File: config.mk
export PLATFORM = sky130hd
export DESIGN_NAME = sync_loadable_modn_down_counter
export DESIGN_NICKNAME = d
export VERILOG_FILES = /design/src/rtl/sync_loadable_modn_down_counter.sv
export SDC_FILE = /design/constraint.sdc
export NUM_CORES = 1
export LEC_CHECK = 0
export CAP_MARGIN = 30
export CORE_UTILIZATION = 34
export CTS_CLUSTER_DIAMETER = 60
export DETAILED_ROUTE_END_ITERATION = 16
export PLACE_DENSITY_LB_ADDON = 0.25
export RECOVER_POWER = 100
export SLEW_MARGIN = 20
export SYNTH_ARGS = -nofsm -noshare
export SYNTH_HDL_FRONTEND = slang
export SYNTH_SLANG_ARGS = --single-unit
File: constraint.sdc
create_clock -name clk -period 1.7 [get_ports clk]
set_clock_uncertainty 0.1 [all_clocks]
set_input_delay 0.255 -clock clk [delete_from_list [all_inputs] [get_ports clk]]
set_output_delay 0.255 -clock clk [all_outputs]
set_load 0.005 [all_outputs]
File: src/rtl/sync_loadable_modn_down_counter.sv
// Synchronous, loadable modulo-MOD down counter with wrap and one-shot modes.
// Counts MOD-1 down to 0. tc is a combinational borrow for cascading stages.
// Optional macro MODN_DN_UFL_CNT_EN adds a saturating 8-bit wrap-event counter
// on ufl_cnt; without it ufl_cnt is tied to zero.
module sync_loadable_modn_down_counter #(
    parameter int WIDTH = 4,
    parameter int MOD   = 12
) (
    input  logic             clk,
    input  logic             rst,
    input  logic             load_en,
    input  logic [WIDTH-1:0] data,
    input  logic             cnt_en,
    input  logic             borrow_in,
    input  logic             oneshot,
    output logic [WIDTH-1:0] q,
    output logic             tc,
    output logic             done,
    output logic [7:0]       ufl_cnt
);

    localparam logic [WIDTH-1:0] MAXQ    = WIDTH'(MOD - 1);
    localparam logic [WIDTH:0]   MOD_EXT = (WIDTH + 1)'(MOD);

    typedef enum logic [1:0] {
        S_IDLE = 2'd0,
        S_RUN  = 2'd1,
        S_DONE = 2'd2
    } state_t;

    state_t           state, state_nxt;
    logic [WIDTH-1:0] q_nxt;
    logic             cnt;
    logic             q_zero;

    // Out-of-range load values clamp to the top of the count range so q < MOD always holds.
    function automatic logic [WIDTH-1:0] clamp_load(input logic [WIDTH-1:0] d);
        if ({1'b0, d} < MOD_EXT)
            return d;
        else
            return MAXQ;
    endfunction

    assign cnt    = cnt_en & borrow_in;
    assign q_zero = (q == '0);

    // State register.
    always_ff @(posedge clk) begin
        if (rst)
            state <= S_IDLE;
        else
            state <= state_nxt;
    end

    // Next-state logic: load enters RUN from anywhere; one-shot expiry moves RUN to DONE.
    always_comb begin
        state_nxt = state;
        if (load_en) begin
            state_nxt = S_RUN;
        end else begin
            case (state)
                S_IDLE:  state_nxt = S_IDLE;
                S_RUN:   if (cnt && q_zero && oneshot) state_nxt = S_DONE;
                S_DONE:  state_nxt = S_DONE;
                default: state_nxt = S_IDLE;
            endcase
        end
    end

    // Outputs: tc is a same-cycle borrow; done reflects the registered DONE state.
    always_comb begin
        tc   = (state == S_RUN) && q_zero && cnt;
        done = (state == S_DONE);
    end

    // Next count value: load beats count; only RUN decrements, wrapping or sticking at zero.
    always_comb begin
        q_nxt = q;
        if (load_en) begin
            q_nxt = clamp_load(data);
        end else if ((state == S_RUN) && cnt) begin
            if (!q_zero)
                q_nxt = q - 1'b1;
            else if (!oneshot)
                q_nxt = MAXQ;
            else
                q_nxt = '0;
        end
    end

    // Count register.
    always_ff @(posedge clk) begin
        if (rst)
            q <= '0;
        else
            q <= q_nxt;
    end

`ifdef MODN_DN_UFL_CNT_EN
    logic wrap;
    assign wrap = (state == S_RUN) && q_zero && cnt && !oneshot;

    // Saturating wrap-event counter; a load clears it even when a wrap coincides.
    always_ff @(posedge clk) begin
        if (rst || load_en)
            ufl_cnt <= 8'd0;
        else if (wrap && (ufl_cnt != 8'hFF))
            ufl_cnt <= ufl_cnt + 8'd1;
    end
`else
    assign ufl_cnt = 8'd0;
`endif

endmodule

==> reports/metrics.csv, run 1 <==
metric;value;unit
R2R setup slack;0.04;ns
drt pass-1 iters;4;
via count;540;
Hold/Removal Path Class;flip-flop to flip-flop;
Max Slew Vio Count;0;
drt drc;0;
drt wl/cell;11.3;um
sw power;141;uW
VDD IR-drop max;420;uV
die height;40.0;um
vias in the first global route;468;
Post-Syn Instances;61;
fmax;595;MHz
post-synthesis simple-gate area fraction;22.9;%
Synth Area in Adders;7.63;%
WHS Endpoint;state[0];
initial drt markers;11;
reg2reg start;q[0];
Ys Warns;0;
clock tree buffer depth;2;
IO Count;24;
hold wc startpoint;state[0];
Total Routed Length;1210;um
I/O Buffers;15;
CTS sink cnt;6;
FF+latch area;121;um2
largest family of logic cells by synthesized area;compound AO/OA/AOI/OAI gates;
worst r2r dst;state[1];
dpl hpwl;958;um
GPL Wtd Cong;0.802;
RSZ-0062 raised after global routing;yes;
post-synthesis cell type count;27;
final std cell area, no fill;758;um2
Starting Density;37.3;%
global-route usage over all layers;19.2;%
register area share after synthesis;24.4;%
Mean Syn Cell Area;8.06;um2
CTS tree;built;
Worst EP arrival;1.32;ns
CTS Hold Bufs;0;
switching part of the total;29.4;%
area used by multi-input combinational logic;328;um2
XOR/XNOR Fraction of Synth Area;0;%
cell-internal power;340;uW
final setup vio count;0;
Die Area;1600;um2
mapped cell area;492;um2
hold depth;2;
area growth from synthesis to layout;54.2;%
final hold violation count;0;
worst-path maximum fanout;2;
power share of the combinational group;39.0;%
area of placed instances;731;um2
Die Wd;40.0;um
fillers;131;
clock-pin slew on the worst setup and hold paths;0.04;ns
H-tree depth;1;
power density over the cells;634;nW/um2
# rows;13;
fraction of registers with async set/reset;0;%
final net count;107;
total CTS buffers;3;
CP endpoint kind;primary output;
number of diodes;0;
CP Launch Type;flip-flop;
Root Driver;clkbuf_4;
Static Leak;0.343;nW
main flop type after synthesis;dfxtp_1;
placed cell count;103;
DR vias/cell;5.05;
CP required;1.34;ns
mux contribution to synthesized area;2.04;%
#FFs+latches synth;6;
share of cells above drive strength 1;29.3;%
clock share of power;27.7;%
Seq pwr share;33.3;%
outcome;finished clean;
Compound-Gate Fraction of Synth Area;25.4;%
largest net degree at the start of global routing;11;
Post-Layout Cell Count;107;
FF-to-FF path depth;6;
first-pass GRT wire length;2020;um
Antenna Nets Post-Route;0;
initial antenna violation count;0;
Core Area;1320;um2
Max Cap Viol;0;
commonest cells after routing, fill and taps aside;clkdlybuf4s50_1, buf_4, conb_1, nor2_1, dfxtp_1;
CP Class;flip-flop to primary output;
Clock Latency Late Sink;0.24;ns
grt ovf;0;
Tmin final;1.68;ns
Post-synth EDFFs;0;
fin crit share;98.8;%
==> metal layers <==
layer,wire length (um),GRT usage (%)
met1,522,22.8
met2,614,31.0
met3,57,6.67
met4,10,7.76
met5,0,0
==> critical path: stages, from the launching register on <==
cell and delay [ns]:
dfxtp_2 0.32, inv_2 0.07, ha_4 0.13, or3b_4 0.37, nor2_1 0.08, buf_2 0.11
==> synthesized netlist by cell type, types with 2 or more instances <==
| cell | number | area, um2 |
|---|---|---|
| a21oi_1 | 4 | 20.0 |
| o21ai_0 | 3 | 15.0 |
| nand3_1 | 3 | 15.0 |
| nand2_1 | 2 | 7.51 |
| dfxtp_1 | 6 | 120 |
| ha_1 | 3 | 37.5 |
| nor2_1 | 6 | 22.5 |
| a311oi_1 | 3 | 26.3 |
| buf_4 | 8 | 60.1 |
| nor3_1 | 2 | 10.0 |
| inv_1 | 5 | 18.8 |
==> logic make-up after synthesis <==
group	count (synthesis)
and+or+nand+nor	19
AOI/OAI and AO/OA	17
buffers and inverters	14
DFF	6
adders and majority gates	3
muxes	1
other	1
==> final cells by class <==
cell class,instances,share of cell area (%)
multi-input cells,48,43.2
repair buffers,30,32.8
flip-flops and latches,6,16.0
clock buffers,3,2.97
inverters,5,2.48
well taps,15,2.48
==> repair_timing <==
action | CTS | global route
setup endpoints to repair | 2 | 2
buffers inserted | 1 | 0
gates resized for setup | 7 | 1
pin swaps | 3 | 0
==> flip-flops by register name, summed over array words and instances (netlist names) <==
name   flops
q          4
state      2
==> power by group through the flow <==
stage	Sequential (mW)	Clock, mW	Combinational [mW]
finish	0.160	0.133	0.188
global route	0.160	0.148	0.210
CTS	0.160	0.140	0.192
detailed placement	0.162	0	0.183
global placement	0.161	0	0.181
floorplan	0.166	0	0.0926
==> metrics by stage <==
step                      worst slack (ns)  total power [mW]  utilization, %  setup TNS, ns  hold WS, ns
after floorplan                     0.0161             0.258               -              0        0.224
after global placement              -0.165             0.342            55.5         -0.254        0.427
after detailed placement            -0.185             0.344            55.5         -0.378        0.428
after CTS                          0.00154             0.492            58.2              0        0.437
after global routing               -0.0419             0.519            57.5        -0.0608        0.475
final                               0.0204             0.481            57.5              0        0.436
==> how the worst max path moves through the flow <==
stage / startpoint / to / slack [ns]
global route: q[0] / tc / -0.04
global placement: q[0] / tc / -0.16
floorplan: q[0] / state[1] / 0.02
CTS: q[0] / tc / 0.002
detailed placement: q[0] / tc / -0.18
finish: q[0] / tc / 0.02
(Power assumes the default switching activity.)
==> run 2: changes to the inputs <==
--- a/config.mk
+++ b/config.mk
@@ -5,8 +5,9 @@
 export SDC_FILE = /design/constraint.sdc
 export NUM_CORES = 1
 export LEC_CHECK = 0
+export ABC_AREA = 1
 export CAP_MARGIN = 30
-export CORE_UTILIZATION = 34
+export CORE_UTILIZATION = 35
 export CTS_CLUSTER_DIAMETER = 60
 export DETAILED_ROUTE_END_ITERATION = 16
 export PLACE_DENSITY_LB_ADDON = 0.25
@@ -15,3 +16,4 @@
 export SYNTH_ARGS = -nofsm -noshare
 export SYNTH_HDL_FRONTEND = slang
 export SYNTH_SLANG_ARGS = --single-unit
+export TNS_END_PERCENT = 100
==> run 2 against run 1 <==
  * Largest cell class unchanged
  * Highest routed layer is now met3
  * Register-to-register slack better by 0.19 ns
  * Largest power group is now registers
  * Utilization is 5.2 points lower
  * Setup slack better by 0.089 ns
==> reports/metrics.csv, run 2 <==
metric;value;unit
outcome;finished clean;
DR WL met2;451;um
Post-Layout Cell Count;111;
first-pass GRT wire length;1640;um
fmax;629;MHz
Worst Setup Slack, final;0.109;ns
via count;500;
final std cell area, no fill;689;um2
top cell type's share of synthesized area;23.8;%
DP Worst Slack;-0.100;ns
Root Driver;clkbuf_4;
area used by multi-input combinational logic;307;um2
register with the most flip-flops;q;
drt drc;0;
power density over the cells;649;nW/um2
Top Registers;q: 4 flops, state: 2 flops;
CP top delay family;buffers and inverters;
CP endpoint kind;primary output;
final setup vio count;0;
Ys Warns;0;
CP Launch Type;flip-flop;
Starting Density;38.4;%
GPL Wtd Cong;0.775;
Core Area;1320;um2
cells along the critical path;inv_1 -> ha_1 -> nand2_1 -> nor2_1 -> dlygate4sd2_1;
Die Wd;40.0;um
CP Class;flip-flop to primary output;
Slowest-stage cell, CP;dfxtp_1;
commonest cells after routing, fill and taps aside;nand2_1, clkdlybuf4s50_1, inv_1, nor2_1, conb_1;
H-tree depth;1;
reg2reg start;q[0];
drt pass-1 iters;4;
I/O Buffers;15;
final net count;111;
global-route usage over all layers;15.7;%
area of placed instances;663;um2
initial drt markers;8;
Worst EP arrival;1.24;ns
drt wl/cell;8.80;um
main flop type after synthesis;dfxtp_1;
share of cells above drive strength 1;13.5;%
fillers;137;
Mean Syn Cell Area;6.74;um2
CTS sink cnt;6;
Post-Syn Instances;75;
hold depth;2;
uppermost layer routed;met3;
final hold violation count;0;
fin crit share;93.6;%
clock tree buffer depth;2;
#FFs+latches synth;6;
clock-pin slew on the worst setup and hold paths;0.05;ns
post-synthesis cell type count;19;
placed cell count;107;
Max Slew Vio Count;0;
mapped cell area;505;um2
Die Area;1600;um2
commonest cells in the netlist;inv_1, nand2_1, nor2_1;
Crit path largest cell delay;0.33;ns
DR vias/cell;4.50;
FF+latch area;121;um2
# rows;13;
FF-to-FF path depth;6;
area growth from synthesis to layout;36.4;%
die height;40.0;um
Antenna Nets Post-Route;0;
Max Cap Viol;0;
R2R setup slack;0.23;ns
CTS tree;built;
largest net degree at the start of global routing;7;
CTS Hold Bufs;0;
largest cells by area after synthesis;dfxtp_1, buf_4, inv_1;
CP required;1.34;ns
number of diodes;0;
vias in the first global route;412;
worst r2r dst;state[1];
met3 routed WL;52;um
Total Routed Length;977;um
worst-path maximum fanout;4;
post-synth top area cell;dfxtp_1;
Setup TNS Final;0;ns
Hold/Removal Path Class;flip-flop to flip-flop;
grt ovf;0;
RSZ-0062 raised after global routing;no;
fraction of registers with async set/reset;0;%
total CTS buffers;3;
Post-synth EDFFs;0;
WHS Endpoint;state[0];
Tmin final;1.59;ns
register area share after synthesis;23.8;%
IO Count;24;
Static Leak;0.333;nW
VDD IR-drop max;431;uV
hold wc startpoint;state[0];
Clock Latency Late Sink;0.24;ns
initial antenna violation count;0;
Metal-1 WL;473;um
dpl hpwl;775;um
number of flip-flops in the largest register;4;
CP bufs+invs;2;
-- run 2: changes by cell type after synthesis, sizes merged, moves of 3 or more --
| cell | delta |
|---|---|
| nand2 | +11 |
| nand3 | +4 |
| a311oi | -3 |
| a21oi | +4 |
| nor2 | +4 |
| inv | +7 |
-- run 2: per-layer routing --
metal	GRT usage, %	up-vias
met1	19.4	220
met5	0	-
met3	6.67	0
met4	5.17	0
met2	24.2	16
li1	-	264
-- run 2: kinds of logic after synthesis --
family	Yosys count	synth area share, %
simple gates	30	28.5
compound gates	14	17.1
flops	6	23.8
fa+ha+maj	3	7.43
buf+inv	20	20.8
xor+xnor	1	1.73
other cells	1	0.742
-- run 2: stage by stage --
step / util [%] / total power [mW] / hold WS [ns]
floorplan: - / 0.269 / 0.224
global placement: 50.3 / 0.321 / 0.408
detailed placement: 50.3 / 0.322 / 0.418
CTS: 52.7 / 0.458 / 0.427
global route: 52.3 / 0.486 / 0.433
finish: 52.3 / 0.448 / 0.407
-- run 2: worst reg2reg max path, cell delays in order (launching register included) --
cell	delay, ns
dfxtp_1	0.31
inv_1	0.11
ha_1	0.19
clkbuf_1	0.24
nand3_1	0.16
a21boi_0	0.18
nor2_1	0.06
-- run 2: worst max path at each step --
| stage | startpoint | end | slack, ns | depth (start not counted) |
|---|---|---|---|---|
| finish | q[0] | tc | 0.11 | 5 |
| CTS | state[0] | done | 0.06 | 3 |
| global route | state[1] | tc | 0.005 | 5 |
| global placement | cnt_en | tc | -0.09 | 4 |
| floorplan | q[0] | state[1] | 0.45 | 5 |
| detailed placement | borrow_in | tc | -0.1 | 4 |
-- run 2: where the power goes --
| part | leakage (nW) | internal (mW) | switching (mW) | total, mW |
|---|---|---|---|---|
| clock | 0.0138 | 0.0798 | 0.0506 | 0.130 |
| combinational | 0.269 | 0.0750 | 0.0750 | 0.150 |
| sequential | 0.0500 | 0.154 | 0.0134 | 0.167 |
-- run 2: area by class of cell --
class / count / share of cell area (%)
multi-input cells: 56 / 44.5
repair buffers: 19 / 25.4
flip-flops and latches: 6 / 17.6
inverters: 12 / 6.53
clock buffers: 3 / 3.27
well taps: 15 / 2.72
-- run 2: what timing repair did --
action,in CTS,in global routing
resized for setup,3,1
setup endpoints to repair,1,1
setup buffers,1,0
pin swaps,0,0
